<file path="config.mk">
export PLATFORM = sky130hd
export DESIGN_NAME = pwm_update_sequencer
export DESIGN_NICKNAME = d
export VERILOG_FILES = /design/src/rtl/pwm_update_sequencer_pkg.sv /design/src/rtl/pwm_valley_detect.sv /design/src/rtl/pwm_update_sequencer.sv
export SDC_FILE = /design/constraint.sdc
export NUM_CORES = 1
export LEC_CHECK = 0
export ABC_AREA = 0
export CAP_MARGIN = 25
export CELL_PAD_IN_SITES_DETAIL_PLACEMENT = 1
export CELL_PAD_IN_SITES_GLOBAL_PLACEMENT = 1
export CORE_MARGIN = 1.5
export CORE_UTILIZATION = 45
export CTS_BUF_LIST = sky130_fd_sc_hd__clkbuf_8
export CTS_CLUSTER_DIAMETER = 100
export DETAILED_ROUTE_END_ITERATION = 6
export PLACE_DENSITY_LB_ADDON = 0.12
export SLEW_MARGIN = 20
export SYNTH_ARGS = -nofsm -noshare
export SYNTH_HDL_FRONTEND = slang
export SYNTH_SLANG_ARGS = --single-unit
export TNS_END_PERCENT = 50
</file>
<file path="constraint.sdc">
create_clock -name clk -period 9.3 [get_ports clk]
set_input_delay 1.86 -clock clk [delete_from_list [all_inputs] [get_ports clk]]
set_output_delay 1.86 -clock clk [all_outputs]
set_load 0.01 [all_outputs]
</file>
<file path="src/rtl/pwm_update_sequencer_pkg.sv">
// Shared types and constants for the PWM configuration/update sequencer.
package pwm_update_sequencer_pkg;

  localparam int unsigned CFG_W    = 16;
  localparam int unsigned CLKDIV_W = 5;
  localparam int unsigned DTIME_W  = 8;
  localparam int unsigned ADDR_W   = 3;

  // Shadow write address map
  localparam logic [ADDR_W-1:0] ADDR_PERIOD    = 3'd0;
  localparam logic [ADDR_W-1:0] ADDR_INIT_CARR = 3'd1;
  localparam logic [ADDR_W-1:0] ADDR_COMPARE   = 3'd2;
  localparam logic [ADDR_W-1:0] ADDR_CLKDIV    = 3'd3;
  localparam logic [ADDR_W-1:0] ADDR_DTIME     = 3'd4;
  localparam logic [ADDR_W-1:0] ADDR_MODES     = 3'd5;

  // Bit positions inside the modes word
  localparam int unsigned MODE_CNT_LSB  = 0;
  localparam int unsigned MODE_CNT_MSB  = 1;
  localparam int unsigned MODE_MASK_LSB = 2;
  localparam int unsigned MODE_MASK_MSB = 3;

  typedef enum logic [1:0] {
    COUNT_UP     = 2'd0,
    COUNT_DOWN   = 2'd1,
    COUNT_UPDOWN = 2'd2,
    COUNT_RSVD   = 2'd3
  } _count_mode;

  typedef enum logic [1:0] {
    NO_MASK     = 2'd0,
    MIN_MASK    = 2'd1,
    MAX_MASK    = 2'd2,
    MINMAX_MASK = 2'd3
  } _mask_mode;

  typedef enum logic [1:0] {
    PWM_OFF = 2'd0,
    PWM_ON  = 2'd1
  } _pwm_onoff;

  typedef enum logic [2:0] {
    IDLE     = 3'd0,
    RAMP     = 3'd1,
    RUN      = 3'd2,
    ARMED    = 3'd3,
    STOPPING = 3'd4
  } _seq_state;

  // One complete PWM configuration set (shadow or active)
  typedef struct packed {
    logic [CFG_W-1:0]    period;
    logic [CFG_W-1:0]    init_carr;
    logic [CFG_W-1:0]    compare;
    logic [CLKDIV_W-1:0] clk_divider;
    logic [DTIME_W-1:0]  dtime;
    _count_mode          count_mode;
    _mask_mode           mask_mode;
  } pwm_cfg_t;

  function automatic logic [CFG_W-1:0] min16(input logic [CFG_W-1:0] a,
                                             input logic [CFG_W-1:0] b);
    return (a < b) ? a : b;
  endfunction

endpackage

</file>
<file path="src/rtl/pwm_valley_detect.sv">
// Carrier valley detector: flags the cycle where the carrier falls to zero.
module pwm_valley_detect
  import pwm_update_sequencer_pkg::*;
(
  input  logic             clk,
  input  logic             reset,
  input  logic [CFG_W-1:0] carrier_i,
  output logic             vev_c
);

  logic [CFG_W-1:0] carrier_q;

  // Previous-cycle carrier; a stalled carrier holds its value so no false edge
  always_ff @(posedge clk) begin
    if (reset) carrier_q <= '0;
    else       carrier_q <= carrier_i;
  end

  assign vev_c = (carrier_i == '0) && (carrier_q != '0);

endmodule

</file>
<file path="src/rtl/pwm_update_sequencer.sv">
// Shadow/active configuration sequencer for one pwm_16bits instance.
module pwm_update_sequencer
  import pwm_update_sequencer_pkg::*;
#(
  parameter int unsigned RAMP_STEP  = 16,
  parameter int unsigned RST_PERIOD = 2000,
  parameter int unsigned RST_DTIME  = 10
) (
  input  logic                clk,
  input  logic                reset,
  input  logic                wr_valid,
  output logic                wr_ready,
  input  logic [ADDR_W-1:0]   wr_addr,
  input  logic [CFG_W-1:0]    wr_data,
  input  logic                start,
  input  logic                stop,
  input  logic                commit,
  input  logic [CFG_W-1:0]    carrier,
  output logic [CFG_W-1:0]    period,
  output logic [CFG_W-1:0]    init_carr,
  output logic [CFG_W-1:0]    compare,
  output logic [CLKDIV_W-1:0] clk_divider,
  output logic [DTIME_W-1:0]  dtime,
  output _count_mode          count_mode,
  output _mask_mode           mask_mode,
  output _pwm_onoff           pwm_onoff,
  output logic                busy,
  output logic [2:0]          state_o
);

  localparam pwm_cfg_t RST_CFG = '{
    period:      CFG_W'(RST_PERIOD),
    init_carr:   '0,
    compare:     '0,
    clk_divider: '0,
    dtime:       DTIME_W'(RST_DTIME),
    count_mode:  COUNT_UPDOWN,
    mask_mode:   MAX_MASK
  };

  pwm_cfg_t   shadow_q, shadow_d;
  pwm_cfg_t   active_q, active_d;
  pwm_cfg_t   load_cfg;
  _pwm_onoff  onoff_q, onoff_d;
  _seq_state  state_q, state_d;
  logic       wr_ready_q, wr_ready_d;
  logic       busy_q, busy_d;
  logic       vev_c;
  logic [CFG_W-1:0] ramp_tgt;
  logic [CFG_W:0]   ramp_sum;
  logic [CFG_W-1:0] ramp_next;

  pwm_valley_detect u_valley (
    .clk       (clk),
    .reset     (reset),
    .carrier_i (carrier),
    .vev_c     (vev_c)
  );

  // Next-state: shadow writes, atomic loads and start/ramp/stop sequencing
  always_comb begin
    shadow_d = shadow_q;
    active_d = active_q;
    onoff_d  = onoff_q;
    state_d  = state_q;

    // Whole shadow set, compare already clamped to the period it travels with
    load_cfg         = shadow_q;
    load_cfg.compare = min16(shadow_q.compare, shadow_q.period);

    // Ramp target never exceeds the period the PWM is running with
    ramp_tgt  = min16(shadow_q.compare, active_q.period);
    ramp_sum  = {1'b0, active_q.compare} + (CFG_W+1)'(RAMP_STEP);
    ramp_next = (ramp_sum >= {1'b0, ramp_tgt}) ? ramp_tgt : ramp_sum[CFG_W-1:0];

    if (wr_valid && wr_ready_q) begin
      case (wr_addr)
        ADDR_PERIOD:    shadow_d.period      = wr_data;
        ADDR_INIT_CARR: shadow_d.init_carr   = wr_data;
        ADDR_COMPARE:   shadow_d.compare     = wr_data;
        ADDR_CLKDIV:    shadow_d.clk_divider = wr_data[CLKDIV_W-1:0];
        ADDR_DTIME:     shadow_d.dtime       = wr_data[DTIME_W-1:0];
        ADDR_MODES: begin
          shadow_d.count_mode = _count_mode'(wr_data[MODE_CNT_MSB:MODE_CNT_LSB]);
          shadow_d.mask_mode  = _mask_mode'(wr_data[MODE_MASK_MSB:MODE_MASK_LSB]);
        end
        default: ;
      endcase
    end

    case (state_q)
      IDLE: begin
        if (commit) begin
          active_d = load_cfg;
        end else if (start) begin
          active_d         = shadow_q;
          active_d.compare = '0;
          onoff_d          = PWM_ON;
          state_d          = RAMP;
        end
      end
      RAMP: begin
        if (stop) begin
          state_d = STOPPING;
        end else if (vev_c) begin
          active_d.compare = ramp_next;
          if (ramp_next == ramp_tgt) state_d = RUN;
        end
      end
      RUN: begin
        if (stop)        state_d = STOPPING;
        else if (commit) state_d = ARMED;
      end
      ARMED: begin
        if (stop) begin
          state_d = STOPPING;
        end else if (vev_c) begin
          active_d = load_cfg;
          state_d  = RUN;
        end
      end
      STOPPING: begin
        if (vev_c) begin
          onoff_d          = PWM_OFF;
          active_d.compare = '0;
          state_d          = IDLE;
        end
      end
      default: state_d = IDLE;
    endcase

    wr_ready_d = (state_d != ARMED);
    busy_d     = (state_d != IDLE);
  end

  // State and output registers
  always_ff @(posedge clk) begin
    if (reset) begin
      shadow_q   <= RST_CFG;
      active_q   <= RST_CFG;
      onoff_q    <= PWM_OFF;
      state_q    <= IDLE;
      wr_ready_q <= 1'b1;
      busy_q     <= 1'b0;
    end else begin
      shadow_q   <= shadow_d;
      active_q   <= active_d;
      onoff_q    <= onoff_d;
      state_q    <= state_d;
      wr_ready_q <= wr_ready_d;
      busy_q     <= busy_d;
    end
  end

  assign period      = active_q.period;
  assign init_carr   = active_q.init_carr;
  assign compare     = active_q.compare;
  assign clk_divider = active_q.clk_divider;
  assign dtime       = active_q.dtime;
  assign count_mode  = active_q.count_mode;
  assign mask_mode   = active_q.mask_mode;
  assign pwm_onoff   = onoff_q;
  assign wr_ready    = wr_ready_q;
  assign busy        = busy_q;
  assign state_o     = 3'(state_q);

endmodule

</file>
==> results of run 1 <==
final timing paths:
check,startpoint,to,slack [ns],depth (start not counted)
setup reg to reg,period[11]$_SDFFE_PP0P_,compare[6]$_SDFFE_PP0P_,4.23,19
hold / removal,init_carr[11]$_SDFFE_PP0P_,init_carr[11]$_SDFFE_PP0P_,0.46,2
setup / recovery,period[11]$_SDFFE_PP0P_,compare[6]$_SDFFE_PP0P_,4.23,19
hold reg to reg,init_carr[11]$_SDFFE_PP0P_,init_carr[11]$_SDFFE_PP0P_,0.46,2
worst min-delay path, stage by stage, from the launching register on:
cell and delay, ns:
dfxtp_1 0.32, nand2_1 0.05, a21oi_1 0.05
sequential cells by signal, indices dropped and copies added, names as in the netlist:
name / cells
load_cfg: 49
compare: 16
init_carr: 16
period: 16
shadow_q: 16
u_valley.carrier_q: 16
dtime: 8
clk_divider: 5
state_o: 3
count_mode: 2
mask_mode: 2
busy: 1
pwm_onoff: 1
wr_ready: 1
cells in the mapped netlist, drive strengths merged, types with 7 or more instances:
cell    instances
ha             47
nor4           14
a21oi         111
nor2           46
o211ai         14
inv            45
nand2         211
a21o            8
xor2            8
mux2i          53
nand3          18
nor2b          17
xnor2          19
clkbuf         46
o211a           9
o21ai          25
o21a            7
nand4           7
dfxtp         152
power breakdown:
group | internal [uW] | leakage (uW) | switching (uW) | total (uW)
combinational | 129 | 0.00234 | 175 | 304
clock | 201 | 0.000186 | 265 | 466
sequential | 674 | 0.00124 | 27.1 | 701
total | 1000 | 0.00376 | 467 | 1470
layout by cell type, fill, tap and decap left out, drive strengths merged, types with 4 or more instances in the layout:
cell type	netlist	layout
o21ai	25	25
o211ai	14	14
nor4	14	14
mux2i	53	53
xor2	8	8
nand4	7	7
o211a	9	9
ha	47	47
nor2b	17	17
buf	5	11
or2	4	4
clkdlybuf4s50	0	110
clkbuf	46	19
inv	45	50
and3	4	4
o21a	7	7
a21oi	111	111
o22ai	4	4
a21o	8	8
clkinv	0	6
dfxtp	152	152
nand2b	4	4
a2bb2oi	4	4
and2	4	4
nor2	46	46
nand3	18	18
xnor2	19	19
o221ai	4	4
nor3	6	6
nand2	211	211
kinds of logic (layout without fill, tap and decap cells):
group / count (synthesis) / after routing
adders and majority gates: 47 / 47
DFF: 152 / 152
muxes: 54 / 54
xor gates and xnor gates: 27 / 27
AOI/OAI and AO/OA: 209 / 209
buffers and inverters: 96 / 197
and+or+nand+nor: 346 / 346
other: 1 / 1
layer usage:
metal,GRT usage [%],vias to the layer above
li1,-,3382
met1,35.1,3400
met2,43.9,127
met3,4.34,22
met4,7.67,0
met5,0,-
through the flow:
step	total power, uW	std cells	setup WS [ns]
3_3_place_gp	1010	1221	4.25
6_report	1470	1253	4.23
3_5_place_dp	1010	1221	4.01
4_1_cts	1480	1252	3.91
5_1_grt	1540	1253	3.90
2_1_floorplan	900	932	4.94
final cells by class:
cell class | count | area share (%)
clock buffer | 19 | 2.82
clock inverter | 12 | 1.01
inverter | 45 | 1.82
multi-input combinational | 684 | 45.8
sequential | 152 | 32.8
tap | 220 | 2.97
timing repair buffer | 121 | 12.8
==> run summary, run 1 <==
Core Util, Final = 55.9%
Post-Syn Instances = 932
Main synth FF type = dfxtp_1
Maximum vdd drop = 0.0892 mV
CTS Buf Count = 17
Ys Warns = 0
DP Area = 8910 um2
Initial antenna violation count = 0
Main combinational cell family by area after synthesis = simple AND/OR/NAND/NOR gates
DR pass1 iterations = 4
Final setup vio count = 0
Layout fillers = 2009
PortBufs = 111
Post-CTS Resized = 0
Die width = 133 um
CTS tree = built
Post-CTS setup buffers = 0
Post-synthesis xor/xnor area fraction = 3.09%
RSZ-0062 raised after global routing = false
DPL Wire Length = 16900 um
CP Data Arrival Time = 5.43 ns
Share of cells above drive strength 1 = 5.42%
Power Dens Cells = 159 nW/um2
Sink Count = 152
GPL Wtd Cong = 0.901
Met1 Wirelength = 10900 um
Post-Syn Nets = 1020
Worst EP required = 9.65 ns
ANT cells = 0
Cell taking the most area after synthesis = dfxtp_1
Top sig layer = met4
Num rows = 47
Post-synth top area share = 39.8%
Root Buffer = clkbuf_8
Compound-cell area share of the yosys netlist = 16.9%
Post-synthesis adder-cell area fraction = 7.70%
Post-synthesis sequential area ratio = 39.8%
Core footprint = 16600 um2
Synth Area in Simple Gates = 20.0%
Tmin final = 5.07 ns
Die Ht = 133 um
Async set-or-reset flop fraction in the synthesized netlist = 0%
Wire per inst = 18.5 um
Max Slew Vio Count = 0
CP peak stage delay = 0.51 ns
Largest net degree at the start of global routing = 78
DR WL met2 = 11100 um
WS Path Type = reg -> reg
P_leak = 0.00376 uW
Worst-Skew Late Latency = 0.46 ns
Area Overhead vs Synth = 21.4%
Area contributors post-synth = dfxtp_1 (40%), nand2_1 (10%), ha_1 (7.7%)
# H-tree levels = 4
Die area = 17800 um2
Clk buf depth = 2
Via-to-Cell Ratio = 5.53
Post-Route WL = 23100 um
Effective utilization at floorplan = 46.1%
Synthesized area per cell = 8.20 um2
First-pass GRT wire length = 36900 um
Status = completed
Post-synth cell types = 63
Clock Skew = 0.0168 ns
Slew HR = 40.4%
Critical Path End Type = flip-flop
FMAX = 197 MHz
Vias = 6931
Vias in the first global route = 6836
FF+latch area = 3040 um2
Multi-input gate area = 4250 um2
Boundary pin count = 113
Buffer and inverter count on the worst path = 3
Grt ovf = 0
Cell family with most CP delay = compound AO/OA/AOI/OAI gates
Tcrit/Tclk final = 54.6%
Worst slew pin tran = 0.892 ns
Initial drt markers = 398
Slowest cell on crit path = or4_1
ANT nets after route = 0
Worst min path class = reg -> reg
Total track usage = 26.3%
Total Neg Setup Slack = 0 ns
DRC viols = 0
Cts hold-fix bufs = 0
#FFs+latches synth = 152
Max-cap viol count = 0
Mapped Area = 7640 um2
Hold_ws = 0.458 ns
Layout net count = 1109
Cell Chain, Critical Path = inv_1 -> ha_1 -> and4_1 -> nand2_1 -> or4_1 -> o211ai_1 -> buf_4 -> mux2i_1 -> ha_1 -> a211o_1 -> nor2_1 -> a211oi_1 -> o31ai_1 -> o2111ai_2 -> buf_4 -> or2_1 -> a31oi_1 -> o21ai_1 -> o211a_1
Crit start category = flip-flop
Max FO, Critical Path = 21
Post-synth EDFFs = 0
Met3 Wirelength = 705 um
Mux cell area share after synthesis = 7.47%
Final Instance Area = 9270 um2
Hold Violations, Final = 0
Clk slew on worst S/H paths = 0.09 ns
No activity file was read; power rests on OpenSTA's default activity.
==> run 2, diff against run 1 <==
--- a/config.mk
+++ b/config.mk
@@ -10,7 +10,7 @@
 export CELL_PAD_IN_SITES_DETAIL_PLACEMENT = 1
 export CELL_PAD_IN_SITES_GLOBAL_PLACEMENT = 1
 export CORE_MARGIN = 1.5
-export CORE_UTILIZATION = 45
+export CORE_UTILIZATION = 38
 export CTS_BUF_LIST = sky130_fd_sc_hd__clkbuf_8
 export CTS_CLUSTER_DIAMETER = 100
 export DETAILED_ROUTE_END_ITERATION = 6
==> constraint.sdc (replaced) <==
create_clock -name clk -period 4.1 [get_ports clk]
set_input_delay 0.82 -clock clk [delete_from_list [all_inputs] [get_ports clk]]
set_output_delay 0.82 -clock clk [all_outputs]
set_load 0.01 [all_outputs]
==> run 2 against run 1 <==
Compared with the run above:
- the run now ends with setup timing left
- wire length increased by 7.3%
- sequential power increased by 120%
- clock skew increased by 0.0052 ns
- first-iteration DRC count decreased by 19%
- total power increased by 140%
- setup slack got worse by 4.5 ns
- cell count increased by 8.6%
- utilization decreased by 4.6 points
- critical path depth increased by 3
- largest power group unchanged
==> run summary, run 2 (synthesis gave the netlist of run 1 again) <==
Area Overhead vs Synth = 31.7%
ANT cells = 0
Wire per inst = 18.2 um
Max FO, Critical Path = 7
DPL Wire Length = 18100 um
CP Data Arrival Time = 4.73 ns
Share of cells above drive strength 1 = 14.1%
Status = finished with violations
Critical Path End Type = flip-flop
FMAX = 229 MHz
Post-Route WL = 24800 um
Tcrit/Tclk final = 107%
Power Dens Cells = 351 nW/um2
First-pass GRT wire length = 38700 um
RSZ-0062 raised after global routing = true
Slew HR = 34.4%
Effective utilization at floorplan = 39.0%
DR pass1 iterations = 5
DRC viols = 0
Boundary pin count = 113
Vias in the first global route = 7035
Total track usage = 24.3%
Core footprint = 19600 um2
CTS Buf Count = 17
DP Area = 9430 um2
Worst setup margin = -0.267 ns
Final Instance Area = 10100 um2
Tmin final = 4.37 ns
Max-cap viol count = 0
Clock Skew = 0.0220 ns
Die Ht = 145 um
Most common cell after layout, fill and taps aside = nand2_1
Largest net degree at the start of global routing = 100
Worst-Skew Late Latency = 0.47 ns
Slowest cell on crit path = or4_4
Cts hold-fix bufs = 0
Cell Chain, Critical Path = inv_2 -> ha_1 -> and3_4 -> nand2_2 -> or4_4 -> o211ai_1 -> clkbuf_16 -> buf_6 -> buf_6 -> mux2i_4 -> inv_1 -> ha_1 -> nand4_1 -> nor2_1 -> o21a_1 -> o31ai_4 -> o2111ai_4 -> buf_12 -> o31a_1 -> nand2_1 -> nor4_2 -> or2_1
Hold Violations, Final = 0
P_leak = 0.00412 uW
Grt ovf = 0
Crit start category = flip-flop
PortBufs = 111
Initial antenna violation count = 0
Worst EP required = 4.47 ns
Final setup vio count = 19
Number of flip-flops in the largest register = 49
Clk slew on worst S/H paths = 0.10 ns
Worst slew pin tran = 0.981 ns
Layout net count = 1171
GPL Wtd Cong = 0.850
Num rows = 51
ANT nets after route = 0
Via-to-Cell Ratio = 5.24
# H-tree levels = 4
Maximum vdd drop = 0.225 mV
Worst min path class = reg -> reg
Commonest cells after routing, fill and taps aside = nand2_1 (209), dfxtp_1 (140), clkdlybuf4s50_1 (110)
Max Slew Vio Count = 0
CTS tree = built
Die area = 21000 um2
Initial drt markers = 323
Clk buf depth = 2
WS Path Type = reg -> reg
Root Buffer = clkbuf_8
Vias = 7138
Core Util, Final = 51.4%
Violated checks = setup timing
Pre-CTS WS = -0.165 ns
Die width = 145 um
CP peak stage delay = 0.53 ns
Sink Count = 152
run 2: changes by cell type in the layout (fill, tap and decap cells not counted), moves of 4 or more:
cell	delta
buf_4	+53
mux2i_1	-5
ha_4	+4
dfxtp_2	+6
inv_2	+4
dfxtp_1	-12
inv_1	-4
ha_1	-4
mux2i_2	+4
dfxtp_4	+6
run 2: what timing repair did:
action	in CTS	in global routing
setup buffers	3	7
pin swaps	2	20
endpoints found under the setup margin	19	19
resized for setup	4	27
gates cloned	0	2
run 2: power by group:
part           switching, uW  total [uW]  internal (uW)
clock network            653        1090            432
logic                    461         869            409
registers               46.1        1570           1530
total                   1160        3530           2370
run 2: critical path: cells and delay by family (launching register included):
family	cells	cell delay (ns)
AO/OA/AOI/OAI	5	1.15
adder cells (fa/ha/maj)	2	0.56
buffers and inverters	6	0.70
flip-flops	1	0.35
multiplexers	1	0.21
AND/OR/NAND/NOR	8	1.27
run 2: metrics by stage:
step | hold WS, ns | TNS [ns] | cells | power (uW)
after floorplan | 0.431 | -0.00371 | 932 | 2050
after global placement | 0.444 | 0 | 1316 | 2350
after detailed placement | 0.448 | -0.647 | 1316 | 2360
after CTS | 0.461 | -0.630 | 1351 | 3450
after global routing | 0.478 | -6.27 | 1361 | 3700
final | 0.456 | -2.53 | 1361 | 3530
run 2: area by class of cell:
| class | instances | area [um2] |
|---|---|---|
| Sequential cell | 152 | 3070 |
| Tap cell | 265 | 332 |
| Clock buffer | 17 | 234 |
| Clock inverter | 15 | 115 |
| Timing Repair Buffer | 183 | 1760 |
| Fill cell | 2347 | 9530 |
| Inverter | 45 | 169 |
| Multi-Input combinational cell | 684 | 4380 |
run 2: path summary, 6_finish.rpt:
path,start,endpoint,slack (ns),cells past startpoint
hold reg to reg,load_cfg[42]$_SDFFE_PP0P_,init_carr[9]$_SDFFE_PP0P_,0.46,2
setup reg to reg,period[5]$_SDFFE_PP0P_,state_o[1]$_SDFF_PP0_,-0.27,22
setup / recovery,period[5]$_SDFFE_PP0P_,state_o[1]$_SDFF_PP0_,-0.27,22
hold / removal,load_cfg[42]$_SDFFE_PP0P_,init_carr[9]$_SDFFE_PP0P_,0.46,2
run 2: metal layers:
| metal | share of wire [%] | global-route usage [%] |
|---|---|---|
| met1 | 46 | 32.8 |
| met2 | 48 | 39.5 |
| met3 | 3.8 | 4.05 |
| met4 | 2.3 | 7.92 |
| met5 | 0 | 0 |
==> run 3, diff against run 2 <==
--- a/config.mk
+++ b/config.mk
@@ -18,5 +18,6 @@
 export SLEW_MARGIN = 20
 export SYNTH_ARGS = -nofsm -noshare
 export SYNTH_HDL_FRONTEND = slang
+export SYNTH_HIERARCHICAL = 1
 export SYNTH_SLANG_ARGS = --single-unit
 export TNS_END_PERCENT = 50
==> run 3 against run 2 <==
Compared with the run above:
- the flow now finishes without violations
- largest power group unchanged
- clock skew decreased by 0.0056 ns
- critical path type unchanged
- synthesized cell count down 0.86%
- clock-buffer cell count unchanged
- wire length fell by 5.5%
- sequential share of layout area down 0.054 points
- hold slack worse by 0.0015 ns
==> run summary, run 3 <==
Status = completed
P_leak = 0.00397 uW
# H-tree levels = 4
Effective utilization at floorplan = 38.8%
Core Util, Final = 51.4%
Synthesized area per cell = 8.20 um2
Worst EP required = 4.50 ns
Via-to-Cell Ratio = 5.22
Clk buf depth = 2
Most common cell after layout, fill and taps aside = nand2_1
Max Slew Vio Count = 0
Max-cap viol count = 0
Worst min path class = reg -> reg
PortBufs = 111
Layout net count = 1148
Sequential power share = 44.7%
Initial antenna violation count = 1
Worst-Skew Late Latency = 0.47 ns
#FFs+latches synth = 152
Post-Syn Nets = 1012
Comb power frac = 25.4%
RSZ-0062 raised after global routing = true
Critical Path End Type = flip-flop
Hold_ws = 0.455 ns
Area contributors post-synth = dfxtp_1 (40%), nand2_1 (10%), ha_1 (7.8%)
Worst setup margin = 0.127 ns
Top-count cell post-synth = nand2_1
Top cells by count, synth = nand2_1 (204), dfxtp_1 (152), a21oi_1 (95), nor2_1 (63), ha_1 (47)
Die Ht = 144 um
DPL Wire Length = 16300 um
Clock Skew = 0.0164 ns
Pre-CTS WS = 0.0129 ns
Number of flip-flops in the largest register = 49
Clk slew on worst S/H paths = 0.10 ns
First-pass GRT wire length = 36900 um
Post-synth top area share = 40.2%
CP Data Arrival Time = 4.37 ns
Total track usage = 22.7%
Slew HR = 37.4%
Hold Violations, Final = 0
Cell taking the most area after synthesis = dfxtp_1
Maximum vdd drop = 0.204 mV
Die area = 20800 um2
FMAX = 252 MHz
Mapped Area = 7570 um2
Main synth FF type = dfxtp_1
Max FO, Critical Path = 7
Core footprint = 19500 um2
Tmin final = 3.97 ns
GPL Wtd Cong = 0.848
Sw Share = 33.3%
Clk network pwr share = 29.9%
Wire per inst = 17.5 um
NetSw = 1190 uW
Final setup vio count = 0
Ys Warns = 6
Root Buffer = clkbuf_8
CTS Buf Count = 17
Worst Reg-to-Reg Cells = 18
CTS tree = built
Power Dens Cells = 355 nW/um2
DRC viols = 0
Die width = 144 um
Async set-or-reset flop fraction in the synthesized netlist = 0%
Hold path depth = 2
Post-synthesis sequential area ratio = 40.2%
Vias in the first global route = 7049
ANT cells = 0
Crit start category = flip-flop
Initial drt markers = 311
Area Overhead vs Synth = 32.6%
Post-Route WL = 23500 um
ANT nets after route = 0
Share of cells above drive strength 1 = 16.5%
Post-synth cell types = 58
Cts hold-fix bufs = 0
Post-synth EDFFs = 0
Largest net degree at the start of global routing = 86
Worst slew pin tran = 0.939 ns
Tcrit/Tclk final = 96.9%
Sink Count = 152
Commonest cells after routing, fill and taps aside = nand2_1 (204), dfxtp_1 (138), clkdlybuf4s50_1 (110)
Num rows = 51
Boundary pin count = 113
WS Path Type = reg -> reg
Grt ovf = 0
DR pass1 iterations = 4
Pint = 2380 uW
Post-Syn Instances = 924
Vias = 6979
[run 3: kinds of logic after synthesis]
family,count (synthesis),synth area share [%]
and+or+nand+nor,347,20.6
adders and majority gates,47,7.76
other,1,0.0495
DFF,152,40.2
muxes,50,6.76
AOI/OAI and AO/OA,208,16.9
xor gates and xnor gates,24,2.78
buffers and inverters,95,4.99
[run 3: repair_timing]
action / 4_1_cts / 5_1_grt
pin swaps: 6 / 33
setup endpoints to repair: 3 / 18
setup buffers: 9 / 5
cloned: 1 / 0
resized for setup: 15 / 70
endpoints found under the hold margin: 0 / 0
[run 3: layout make-up]
class,instances,area [um2]
Fill cell,2324,9480
Multi-Input combinational cell,677,4550
Sequential cell,152,3060
Timing Repair Buffer,170,1590
Tap cell,265,332
Clock buffer,17,234
Inverter,42,160
Clock inverter,15,116
[run 3: metrics by stage]
stage | cells | area (um2) | power, uW | TNS [ns]
after floorplan | 924 | 7580 | 2080 | 0
after global placement | 1293 | 9200 | 2360 | 0
after detailed placement | 1293 | 9200 | 2380 | 0
after CTS | 1335 | 9710 | 3520 | 0
after global routing | 1338 | 10000 | 3750 | -0.136
final | 1338 | 10000 | 3560 | 0
[run 3: path summary, 6_finish.rpt]
| path | slack, ns | from | endpoint |
|---|---|---|---|
| worst max-delay path | 0.13 | period[6]$_SDFFE_PP1P_ | compare[14]$_SDFFE_PP0P_ |
| worst min-delay path | 0.45 | load_cfg[47]$_SDFFE_PP0P_ | init_carr[14]$_SDFFE_PP0P_ |
| worst max register to register | 0.13 | period[6]$_SDFFE_PP1P_ | compare[14]$_SDFFE_PP0P_ |
| worst min register to register | 0.45 | load_cfg[47]$_SDFFE_PP0P_ | init_carr[14]$_SDFFE_PP0P_ |
[run 3: power groups by stage]
stage / Clock [uW] / Sequential (uW) / Combinational (uW)
after global placement: 0 / 1620 / 742
after detailed placement: 0 / 1620 / 756
final: 1070 / 1590 / 906
after floorplan: 0 / 1630 / 452
after global routing: 1160 / 1600 / 989
after CTS: 1100 / 1590 / 829
[run 3: critical path: stages, from the launching register on]
cell,delay [ns]
dfxtp_2,0.32
inv_1,0.12
ha_4,0.23
a21o_1,0.19
o211ai_1,0.29
a31oi_4,0.14
nor4_4,0.20
buf_6,0.22
mux2i_2,0.29
ha_1,0.30
a21o_1,0.20
a21o_1,0.19
a211oi_2,0.22
o211ai_1,0.19
buf_4,0.22
buf_8,0.14
a211oi_4,0.25
o22ai_1,0.10
nor2_1,0.11
[run 3: routing by layer]
metal,global-route usage (%),vias to the layer above,wire length [um]
met3,3.81,34,832
met4,7.34,0,476
met5,0,-,0
li1,-,3464,-
met1,31.2,3356,11500
met2,36.2,125,10700
